File: config.mk
export PLATFORM = sky130hd
export DESIGN_NAME = uart_tx_mmio
export DESIGN_NICKNAME = d
export VERILOG_FILES = /design/src/rtl/uart_tx_mmio.sv
export SDC_FILE = /design/constraint.sdc
export NUM_CORES = 1
export LEC_CHECK = 0
export ABC_AREA = 1
export BUFFER_PORTS_ARGS = -buffer_cell sky130_fd_sc_hd__buf_2
export CORE_MARGIN = 2
export CORE_UTILIZATION = 50
export CTS_CLUSTER_DIAMETER = 80
export DETAILED_ROUTE_END_ITERATION = 16
export PLACE_DENSITY = 0.75
export RECOVER_POWER = 25
export SYNTH_ARGS = -nofsm -noshare
export SYNTH_HDL_FRONTEND = slang
export SYNTH_HIERARCHICAL = 1
export SYNTH_SLANG_ARGS = --single-unit
File: constraint.sdc
create_clock -name iCLK -period 7.1 [get_ports iCLK]
set_input_delay 1.42 -clock iCLK [delete_from_list [all_inputs] [get_ports iCLK]]
set_output_delay 1.42 -clock iCLK [all_outputs]
set_load 0.05 [all_outputs]
File: src/rtl/uart_tx_mmio.sv
// Store-fed 8N1 UART transmitter on the data bus; register reads are combinational, a store is visible after its edge.
// A store to a full FIFO is dropped and sets sticky overflow unless the transmitter pops on that same edge.

module uartTxFifo #(
  parameter int WIDTH = 8,
  parameter int DEPTH = 8
) (
  input  logic                       iCLK,
  input  logic                       iRST,
  input  logic                       iPush,
  input  logic [WIDTH-1:0]           iPushDat,
  input  logic                       iPop,
  output logic [WIDTH-1:0]           oHeadDat,
  output logic                       oFull,
  output logic                       oEmpty,
  output logic [$clog2(DEPTH+1)-1:0] oCount
);
  localparam int AW = $clog2(DEPTH);
  localparam int CW = $clog2(DEPTH + 1);

  logic [WIDTH-1:0] mem [DEPTH];
  logic [AW-1:0]    wrPtr;
  logic [AW-1:0]    rdPtr;
  logic [CW-1:0]    count;
  logic             popOk;
  logic             pushOk;

  assign oEmpty   = (count == '0);
  assign oFull    = (count == CW'(DEPTH));
  assign popOk    = iPop && !oEmpty;
  // A pop on the same edge frees the slot, so a push into a full FIFO still lands.
  assign pushOk   = iPush && (!oFull || popOk);
  assign oHeadDat = mem[rdPtr];
  assign oCount   = count;

  always_ff @(posedge iCLK or posedge iRST) begin
    if (iRST) begin
      wrPtr <= '0;
      rdPtr <= '0;
      count <= '0;
    end else begin
      if (pushOk) wrPtr <= wrPtr + AW'(1);
      if (popOk)  rdPtr <= rdPtr + AW'(1);
      if (pushOk && !popOk)      count <= count + CW'(1);
      else if (popOk && !pushOk) count <= count - CW'(1);
    end
  end

  always_ff @(posedge iCLK) begin
    if (pushOk) mem[wrPtr] <= iPushDat;
  end
endmodule

module uart_tx_mmio #(
  parameter logic [31:0] BASE_ADDR    = 32'hFF20_0000,
  parameter int          CLKS_PER_BIT = 16,
  parameter int          FIFO_DEPTH   = 8
) (
  input  logic        iCLK,
  input  logic        iRST,
  input  logic [31:0] iEnd,
  input  logic [31:0] iDadoEscrita,
  input  logic        iEscMem,
  input  logic        iLeMem,
  output logic [31:0] oDado,
  output logic        oSel,
  output logic        oTx,
  output logic        oBusy
);
  localparam int BW = $clog2(CLKS_PER_BIT);
  localparam int CW = $clog2(FIFO_DEPTH + 1);
  localparam logic [BW-1:0] BAUD_LOAD = BW'(CLKS_PER_BIT - 1);

  typedef enum logic [1:0] {IDLE, START, DATA, STOP} txState;

  txState        state;
  logic [BW-1:0] baudCnt;
  logic [2:0]    bitIdx;
  logic [7:0]    shiftReg;
  logic          txReg;
  logic          enable;
  logic          overflow;

  logic          hit;
  logic [1:0]    regSel;
  logic          pushReq;
  logic          ctrlWr;
  logic          popReq;
  logic          baudDone;
  logic          fsmBusy;
  logic [7:0]    fifoHead;
  logic          fifoFull;
  logic          fifoEmpty;
  logic [CW-1:0] fifoCount;
  logic [4:0]    countExt;
  logic [31:0]   rdDat;
  logic          unusedBits;

  assign hit        = (iEnd[31:4] == BASE_ADDR[31:4]);
  assign regSel     = iEnd[3:2];
  assign pushReq    = iEscMem && hit && (regSel == 2'd0);
  assign ctrlWr     = iEscMem && hit && (regSel == 2'd2);
  assign baudDone   = (baudCnt == '0);
  assign fsmBusy    = (state != IDLE);
  assign popReq     = enable && !fifoEmpty && ((state == IDLE) || ((state == STOP) && baudDone));
  assign countExt   = 5'(fifoCount);
  assign unusedBits = ^{iEnd[1:0], iDadoEscrita[31:8]};

  uartTxFifo #(
    .WIDTH (8),
    .DEPTH (FIFO_DEPTH)
  ) uFifo (
    .iCLK     (iCLK),
    .iRST     (iRST),
    .iPush    (pushReq),
    .iPushDat (iDadoEscrita[7:0]),
    .iPop     (popReq),
    .oHeadDat (fifoHead),
    .oFull    (fifoFull),
    .oEmpty   (fifoEmpty),
    .oCount   (fifoCount)
  );

  always_ff @(posedge iCLK or posedge iRST) begin
    if (iRST) begin
      state    <= IDLE;
      baudCnt  <= '0;
      bitIdx   <= '0;
      shiftReg <= '0;
      txReg    <= 1'b1;
    end else begin
      case (state)
        IDLE: begin
          if (popReq) begin
            state    <= START;
            shiftReg <= fifoHead;
            txReg    <= 1'b0;
            baudCnt  <= BAUD_LOAD;
          end
        end
        START: begin
          if (baudDone) begin
            state   <= DATA;
            bitIdx  <= '0;
            txReg   <= shiftReg[0];
            baudCnt <= BAUD_LOAD;
          end else begin
            baudCnt <= baudCnt - BW'(1);
          end
        end
        DATA: begin
          if (baudDone) begin
            baudCnt <= BAUD_LOAD;
            if (bitIdx == 3'd7) begin
              state <= STOP;
              txReg <= 1'b1;
            end else begin
              bitIdx   <= bitIdx + 3'd1;
              shiftReg <= {1'b0, shiftReg[7:1]};
              txReg    <= shiftReg[1];
            end
          end else begin
            baudCnt <= baudCnt - BW'(1);
          end
        end
        STOP: begin
          // Chaining straight into the next start bit keeps back-to-back frames gapless.
          if (baudDone) begin
            if (popReq) begin
              state    <= START;
              shiftReg <= fifoHead;
              txReg    <= 1'b0;
              baudCnt  <= BAUD_LOAD;
            end else begin
              state <= IDLE;
              txReg <= 1'b1;
            end
          end else begin
            baudCnt <= baudCnt - BW'(1);
          end
        end
        default: state <= IDLE;
      endcase
    end
  end

  always_ff @(posedge iCLK or posedge iRST) begin
    if (iRST) begin
      enable   <= 1'b1;
      overflow <= 1'b0;
    end else begin
      if (ctrlWr) begin
        enable <= iDadoEscrita[0];
        if (iDadoEscrita[1]) overflow <= 1'b0;
      end
      if (pushReq && fifoFull && !popReq) overflow <= 1'b1;
    end
  end

  // STATUS.busy reports the shifter only; oBusy also counts bytes still queued.
  always_comb begin
    rdDat = '0;
    if (hit && iLeMem) begin
      case (regSel)
        2'd1:    rdDat = {23'd0, countExt, overflow, fsmBusy, fifoEmpty, fifoFull};
        2'd2:    rdDat = {31'd0, enable};
        default: rdDat = '0;
      endcase
    end
  end

  assign oDado = rdDat;
  assign oSel  = hit;
  assign oTx   = txReg;
  assign oBusy = fsmBusy || !fifoEmpty;
endmodule

# --- Yosys cells after proc, flatten, opt, wreduce, memory -nomap -nowiden ---
# Memories as Yosys holds them, arrays and structs flattened.
# Cells that the tools add are included.
word_totals:
  ff_bits: 30
  inputBits: 68
  memories: 1
  ramBits: 64
op_classes:
  mux: 36
  add_sub_neg: 6
  n_eq_ne: 14
  n_reduce_logical: 37
mem_list:
  columns: ["memory", "words", "word_bits", "rd", "rd_ports_with_merged_regs", "wr", "line_no", "text"]
  rows:
  - ["uFifo.mem", 8, 8, 1, 0, 1, "21", "logic [WIDTH-1:0] mem [DEPTH];"]
op_table:
  columns: ["operator", "n"]
  rows:
  - ["2-to-1 mux 8 bit", 5]
  - ["equality test 28 bit, second input constant", 1]
  - ["case mux 8 bit (3 select lines)", 1]
  - ["2-to-1 mux 4 bit", 5]
  - ["case mux 8 bit (2 select lines)", 1]
  - ["logical AND 1 bit", 13]
  - ["2-to-1 mux 1 bit", 12]
  - ["!= test 2 bit, second input constant", 6]
  - ["case mux 4 bit (3 select lines)", 1]
  - ["AND reduction 4 bit", 3]
  - ["2-to-1 mux 2 bit", 5]
  - ["nonzero test 2 bit", 5]
  - ["adder 3 x 1 -> 3 bit, second input constant", 3]
  - ["2-to-1 mux 3 bit", 3]
  - ["logical NOT 4 bit", 2]
  - ["case mux 2 bit (4 select lines)", 1]
  - ["subtractor 4 x 1 -> 4 bit, second input constant", 2]
  - ["equality test 2 bit, second input constant", 3]
  - ["case mux 3 bit (2 select lines)", 1]
  - ["logical NOT 1 bit", 5]
  - ["AND reduction 5 bit", 1]
  - ["adder 4 x 1 -> 4 bit, second input constant", 1]
  - ["equality test 2 x 1 -> 1 bit, second input constant", 2]
  - ["equality test 4 bit, second input constant", 1]
  - ["7 further kinds", 10]

# --- Logic depth before layout (Yosys ltp) ---
# Gate-level depths: netlist of run 1.
depth:
  ltp_word: 11
  depth_mapped: 21
  ltp_nobuf: 21

# --- By module ---
# Netlist of run 1, hierarchy kept.
modules_own_cells:
  columns: ["mod", "area_per_inst_um2", "seq_area_each_um2", "n_inst", "cells_per_inst"]
  rows:
  - ["uartTxFifo", 3413.3, 2172.1, 1, 365]
  - ["uart_tx_mmio", 1682.9, 503.0, 1, 249]

# --- Least setup slack after synthesis of run 1 ---
# No wires, ideal clock.
synth_timing:
  path_type: "input -> output"
  startpoint: "input iEnd[19]"
  endpoint: "output oDado[1]"
  n_path_buf: 0
  arrival_ns: 2.983
  setup_slack_ns: 2.697
  cell_stages: 7
  cell_sequence: "nor2_1 nand2_1 nor2_1 nand2_1 nor2_4 nand3_1 nor2_1"
synth_via:
  elab_chain_cells: 3
synth_rtl:
  columns: ["element", "line_no", "text"]
  rows:
  - ["start: declaration", "61", "input logic [31:0] iEnd,"]
  - ["equality test 28 bit", "99", "assign hit = (iEnd[31:4] == BASE_ADDR[31:4]);"]
  - ["named net oSel", "66", "output logic oSel,"]
  - ["logical AND 1 bit", "203", "if (hit && iLeMem) begin"]
  - ["2-to-1 mux 8 bit", "203", null]
  - ["end: declaration", "65", "output logic [31:0] oDado,"]
# The timed path passes the listed nets, and every way through them passes these cells.

# --- Worst setup path in the final report of run 1 ---
layout_timing:
  startpoint: "input iEnd[19]"
  endpoint: "output oDado[2]"
layout_via:
  elab_chain_cells: 3
layout_rtl:
  columns: ["element", "line_no"]
  rows:
  - ["equality test 28 bit", "99"]
  - ["logical AND 1 bit", "203"]
  - ["2-to-1 mux 8 bit", "203"]
# Every way passes these cells.

==> flow_metrics.py, run 1 <==
metrics = {
    "run_status": {
        "status": "finished clean",
    },
    "critical_path": {
        "worst_setup_path_end_kind": "output port",
        "rrSetupSlack_ns": 4.04,
        "start_kind": "input pin",
        "critical_path.max_fanout": 6,
        "arrival_ns": 2.63,
        "cp.required_ns": 5.68,
        "crit_type": "in -> out",
    },
    "flow_run": {
        "cap_violations": 0,
    },
    "layout": {
        "syn_to_final_growth_pct": 8.618,
        "drive_gt1_frac": 0.1274,
        "final_area_mm2": 0.005535,
        "n_antenna_cell": 0,
        "fin_util": 0.5637,
        "nets": 747,
        "final.fill_count": 864,
    },
    "clock_tree": {
        "htree_num_levels": 3,
        "cts_resized": 0,
        "cts.sinks": 94,
        "cts_hold_buf": 0,
        "postCtsSetupBuffers": 0,
        "clockBufferDepth": 2,
        "insertion_delay_ns": 0.37,
        "numCtsBuffers": 9,
        "path_clk_slew_ns": 0.10,
        "cts_tree": "done",
        "cts-root-buf": "clkbuf_8",
    },
    "timing": {
        "setup_tns_ns": 0,
        "fin_crit_sh": 0.5711,
        "fin_ws_ns": 3.045,
        "clock_skew_ns": 0.01678,
        "fmax_mhz": 246.6,
        "finalCriticalPeriod_ns": 4.055,
        "slew_headroom": 0.2627,
        "hold_viol_final": 0,
        "rsz0062_at_grt": "false",
        "drv_slew": 0,
        "worst-slew-pin-transition_ns": 1.106,
        "finalSetupViolCount": 0,
    },
    "synth": {
        "synth_cell_types": 35,
        "synth_edf_count": 64,
        "synth_area_mm2": 0.005096,
        "ys_ff_latch": 94,
        "synthFlopType": "edfxtp_1",
        "synth_area_leaders": "edfxtp_1 38%, nand2_1 16%, dfrtp_1 14%, nor2_1 7.8%, inv_1 5.2%",
        "syn_area_per_cell_um2": 8.300,
        "synth_top_cells_by_count": "214 x nand2_1, 106 x nor2_1, 71 x inv_1",
        "synth_top_area_frac": 0.3771,
        "ys_warn_count": 6,
        "yosysTopAreaCell": "edfxtp_1",
        "synth_cells": 614,
        "ys_async_sr_fraction": 0.3191,
        "synth_most_common_cell": "nand2_1",
        "seq_area_frac_synth": 0.5249,
    },
    "placement": {
        "preCtsSetupSlack_ns": 3.052,
        "placed_cell_area_mm2": 0.005333,
        "portBuffers": 52,
        "gp_congestion": 0.7934,
        "dp.final_hpwl_um": 6763,
    },
    "die": {
        "io_pins": 103,
        "die_w_um": 105.0,
        "dieArea_mm2": 0.01102,
        "core_area_mm2": 0.009819,
        "dieHeight_um": 105.0,
        "rows": 36,
        "start_util": 0.5190,
    },
    "pwr": {
        "p_leak_uw": 0.002652,
        "power_density_mw_per_mm2": 183.4,
        "vdd.ir_drop.worst_v": 0.0001604,
    },
    "detailed_routing": {
        "drc_errors": 0,
        "drt_iter0_markers": 231,
        "dr.pass1.iters": 5,
        "vias_per_cell": 4.729,
        "vias": 3783,
        "ant_nets": 0,
        "drt-wirelength-per-cell_um": 12.27,
        "finalWirelength_um": 9819,
    },
    "global_route": {
        "grt_max_degree": 67,
        "grt_pass1_wl_um": 16160,
        "grt-ovfl-total": 0,
        "grtUsageTotal": 0.1834,
        "grt_pass1_vias": 3508,
        "antenna_found_initial": 0,
    },
    "worst_hold_path": {
        "worstHoldPathType": "reg -> reg",
    },
}
## routing by layer
metal | vias up | part of all wire | global-route usage
li1 | 1944 | - | -
met1 | 1733 | 0.44 | 0.2368
met2 | 94 | 0.50 | 0.3145
met3 | 12 | 0.045 | 0.03369
met4 | 0 | 0.014 | 0.05524
met5 | - | 0 | 0
## power by group
group	internal (µW)	leakage [µW]	switching [µW]	total, µW
sequential	586	0.000970	0.167	586
combinational	10.6	0.00158	43.9	54.6
clock	171	0.000104	204	375
total	767	0.00265	248	1020
## cells in the final DEF (no fill, tap or decap), drive strengths merged
cell type	netlist	final
clkbuf	2	15
edfxtp	64	64
dfstp	2	2
buf	36	46
dfrtp	28	28
a31oi	2	2
clkinvlp	0	1
ha	16	16
nand2	222	222
nor3	1	1
or2	2	2
a22o	1	1
nand3	22	22
a21oi	2	2
fa	1	1
nand3b	2	2
nand4	2	2
nor4	2	2
conb	1	24
clkinv	0	1
xnor2	4	4
o21ai	17	17
bufinv	0	1
xor2	1	1
nor2	109	109
inv	75	79
## layout make-up
type | count | area (µm²) | share of cell area
clock buffer | 9 | 123.9 | 0.02238
clock inverter | 7 | 86.33 | 0.01560
inverter | 75 | 284.0 | 0.05131
multi-input combinational | 430 | 1946 | 0.3515
sequential | 94 | 2676 | 0.4835
tap | 133 | 166.4 | 0.03006
timing repair buffer | 52 | 252.7 | 0.04566
## path summary, 6_finish.rpt
path                                   endpoint        from  depth (start not counted)
worst max-delay path                   oDado[2]    iEnd[19]                          9
worst min-delay path                        oTx         oTx                          2
worst max register to register  uFifo/oCount[3]  baudCnt[0]                         20
worst min register to register              oTx         oTx                          2
max in group asynchronous             bitIdx[0]        iRST                          2
min in group asynchronous        uFifo/rdPtr[2]        iRST                          2
## flip-flops by register name, indices dropped and copies added, names as in the netlist
| name | cells |
|---|---|
| uFifo/rdPtr | 3 |
| enable | 1 |
| shiftReg | 8 |
| baudCnt | 4 |
| state | 2 |
| oTx | 1 |
| overflow | 1 |
| bitIdx | 3 |
| uFifo/oCount | 4 |
| uFifo/mem | 64 |
| uFifo/wrPtr | 3 |
## logic make-up after synthesis
logic type,Yosys count,share of synthesized area
simple gates,362,0.2887
buf+inv,113,0.1102
flops,94,0.5249
compound gates,22,0.02357
fa+ha+maj,17,0.04321
xor+xnor,5,0.008593
other cells,1,0.0007359
## per-stage QoR
stage	power, µW	cells	hold slack (ns)
final	1015	800	0.4720
after global routing	1051	800	0.4999
after CTS	1026	800	0.4770
after detailed placement	653.1	784	0.4619
after global placement	651.7	784	0.4534
after floorplan	645.3	637	0.4417
## critical path: stages
cell     delay [ns]
buf_2          0.09
nor2_1         0.09
nand2_1        0.06
nor2_1         0.11
nand2_1        0.10
nor2_4         0.14
nand3_1        0.21
nor2_1         0.14
buf_2          0.27
No activity file was read; power rests on OpenSTA's default activity.
==> run 2, diff against run 1 <==
--- a/config.mk
+++ b/config.mk
@@ -5,7 +5,7 @@
 export SDC_FILE = /design/constraint.sdc
 export NUM_CORES = 1
 export LEC_CHECK = 0
-export ABC_AREA = 1
+export ABC_AREA = 0
 export BUFFER_PORTS_ARGS = -buffer_cell sky130_fd_sc_hd__buf_2
 export CORE_MARGIN = 2
 export CORE_UTILIZATION = 50
==> constraint.sdc (replaced) <==
create_clock -name iCLK -period 4 [get_ports iCLK]
set_input_delay 0.8 -clock iCLK [delete_from_list [all_inputs] [get_ports iCLK]]
set_output_delay 0.8 -clock iCLK [all_outputs]
set_load 0.05 [all_outputs]
==> flow_metrics.py, run 2 <==
metrics = {
    "detailed_routing": {
        "drt-wirelength-per-cell_um": 16.68,
        "drt_iter0_markers": 173,
        "vias": 2870,
        "dr.pass1.iters": 4,
        "vias_per_cell": 5.530,
        "drc_errors": 0,
        "finalWirelength_um": 8658,
        "ant_nets": 0,
    },
    "synth": {
        "synth_area_mm2": 0.004682,
        "yosysTopAreaCell": "edfxtp_1",
        "synth_top_area_frac": 0.4105,
        "synth_top_cells_by_count": "64 x edfxtp_1, 28 x dfrtp_1, 24 x buf_4",
        "seq_area_frac_synth": 0.5714,
        "synth_area_leaders": "edfxtp_1 41%, dfrtp_1 15%, mux4_2 7.7%, ha_1 4.3%, buf_4 3.8%",
        "synth_cell_types": 61,
        "synth_most_common_cell": "edfxtp_1",
        "synth_cells": 341,
        "synth_edf_count": 64,
        "ys_async_sr_fraction": 0.3191,
        "synthFlopType": "edfxtp_1",
        "ys_warn_count": 6,
        "ys_ff_latch": 94,
        "syn_area_per_cell_um2": 13.73,
    },
    "critical_path": {
        "worst_setup_path_end_kind": "flip-flop",
        "startpoint": "iEnd[14]",
        "arrival_ns": 3.71,
        "cp.required_ns": 4.23,
        "reg2reg_from": "state[0]",
        "rrSetupSlack_ns": 0.72,
        "start_kind": "input pin",
        "worst_r2r_path_depth": 10,
        "crit_type": "in -> reg",
        "critical_path.max_fanout": 7,
        "timing.rr.end": "uFifo/oCount[3]",
    },
    "timing": {
        "hold_viol_final": 0,
        "finalSetupViolCount": 0,
        "fin_crit_sh": 0.8712,
        "finalCriticalPeriod_ns": 3.485,
        "slew_headroom": 0.2810,
        "worst-slew-pin-transition_ns": 1.079,
        "clock_skew_ns": 0.006797,
        "setup_tns_ns": 0,
        "rsz0062_at_grt": "false",
        "drv_slew": 0,
        "fmax_mhz": 286.9,
    },
    "layout": {
        "mostFrequentLayoutCell": "edfxtp_1",
        "stdcell_count": 519,
        "fin_util": 0.5640,
        "n_antenna_cell": 0,
        "layout_common_cells": "64 x edfxtp_1, 46 x buf_2, 28 x dfrtp_1",
        "drive_gt1_frac": 0.2843,
        "largest_reg_flops": 64,
        "syn_to_final_growth_pct": 10.26,
        "nets": 488,
        "top_register": "uFifo/mem",
        "reg_top3": "uFifo/mem (64), shiftReg (8)",
    },
    "pwr": {
        "vdd.ir_drop.worst_v": 0.0002527,
        "total_power_uw": 1685,
        "p_leak_uw": 0.001982,
        "power_density_mw_per_mm2": 326.4,
    },
    "die": {
        "dieHeight_um": 100.8,
        "die_w_um": 100.8,
        "core_area_mm2": 0.009153,
        "rows": 35,
        "io_pins": 103,
        "start_util": 0.5116,
        "dieArea_mm2": 0.01015,
    },
    "placement": {
        "portBuffers": 52,
        "dp.final_hpwl_um": 6009,
        "gp_congestion": 0.8205,
        "placedCellCount": 503,
    },
    "global_route": {
        "grtUsageTotal": 0.1801,
        "antenna_found_initial": 0,
        "grt_pass1_vias": 2783,
        "grt_max_degree": 21,
        "grt-ovfl-total": 0,
        "grt_pass1_wl_um": 14070,
    },
    "clock_tree": {
        "cts_resized": 0,
        "postCtsSetupBuffers": 0,
        "cts_hold_buf": 0,
        "htree_num_levels": 3,
        "insertion_delay_ns": 0.35,
        "cts-root-buf": "clkbuf_8",
        "numCtsBuffers": 9,
        "path_clk_slew_ns": 0.08,
        "clockBufferDepth": 2,
        "cts.sinks": 94,
        "cts_tree": "done",
    },
    "worst_hold_path": {
        "worstHoldPathType": "in -> async",
    },
    "flow_run": {
        "cap_violations": 0,
    },
    "run_status": {
        "status": "finished clean",
    },
}
-- run 2: cell types whose count changed in the layout (fill, tap and decap cells not counted), moves of 10 or more --
| cell | before | now |
|---|---|---|
| nand2_1 | 214 | 11 |
| nor2_1 | 106 | 11 |
| inv_1 | 71 | 21 |
| mux4_2 | 0 | 16 |
| nand3_1 | 21 | 6 |
| buf_4 | 0 | 11 |
| mux2_2 | 0 | 10 |
-- run 2: kinds of logic after synthesis --
kind of cell    count (synthesis)  share of synthesized area
fa+ha+maj                      17                    0.04703
buf+inv                        58                    0.07135
mux                            30                     0.1112
flops                          94                     0.5714
xor+xnor                        7                    0.01309
compound gates                 56                    0.08899
other cells                     1                  0.0008009
simple gates                   78                    0.09621
-- run 2: worst max-delay path by stage --
stage	end	slack, ns	cells after the start
6_report	uFifo/oCount[3]	0.52	13
5_1_grt	uFifo/oCount[3]	0.28	13
4_1_cts	uFifo/oCount[3]	0.53	13
3_5_place_dp	uFifo/oCount[3]	0.16	13
3_3_place_gp	uFifo/oCount[3]	0.23	13
2_1_floorplan	oDado[0]	0.38	4
-- run 2: cell type report --
cell class | instances | area, µm²
Tap cell | 111 | 138.9
Timing Repair Buffer | 63 | 335.3
Fill cell | 746 | 3990
Clock inverter | 5 | 36.28
Clock buffer | 11 | 131.4
Multi-Input combinational cell | 212 | 1759
Sequential cell | 94 | 2675
Inverter | 23 | 86.33
-- run 2: where the power goes --
group | internal (µW) | switching (µW) | leakage [µW]
Clock | 227 | 325 | 0.0000772
Combinational | 18.1 | 76.1 | 0.000939
Sequential | 1040 | 0.223 | 0.000966
-- run 2: metal layers --
metal  vias up  routed length, µm  GRT usage
li1       1360                  -          -
met1      1453               4018     0.2590
met2        49               4309     0.2826
met3         8                237    0.03190
met4         0                 92    0.05479
met5         -                  0          0
-- run 2: critical path: stages --
cell,delay [ns]
buf_2,0.09
nor4b_1,0.29
nand4_1,0.21
or3_1,0.44
nor2_1,0.32
o21ai_4,0.17
inv_2,0.07
ha_1,0.15
inv_1,0.10
ha_1,0.35
or4_1,0.51
nand3_1,0.10
o211ai_1,0.09
-- run 2: metrics by stage --
step	cell area [µm²]	hold slack, ns	worst slack [ns]
global placement	5002	0.4796	0.2258
CTS	5170	0.4470	0.5277
global route	5162	0.4692	0.2847
finish	5162	0.4632	0.5150
floorplan	4768	0.4559	0.3780
detailed placement	5002	0.4879	0.1611
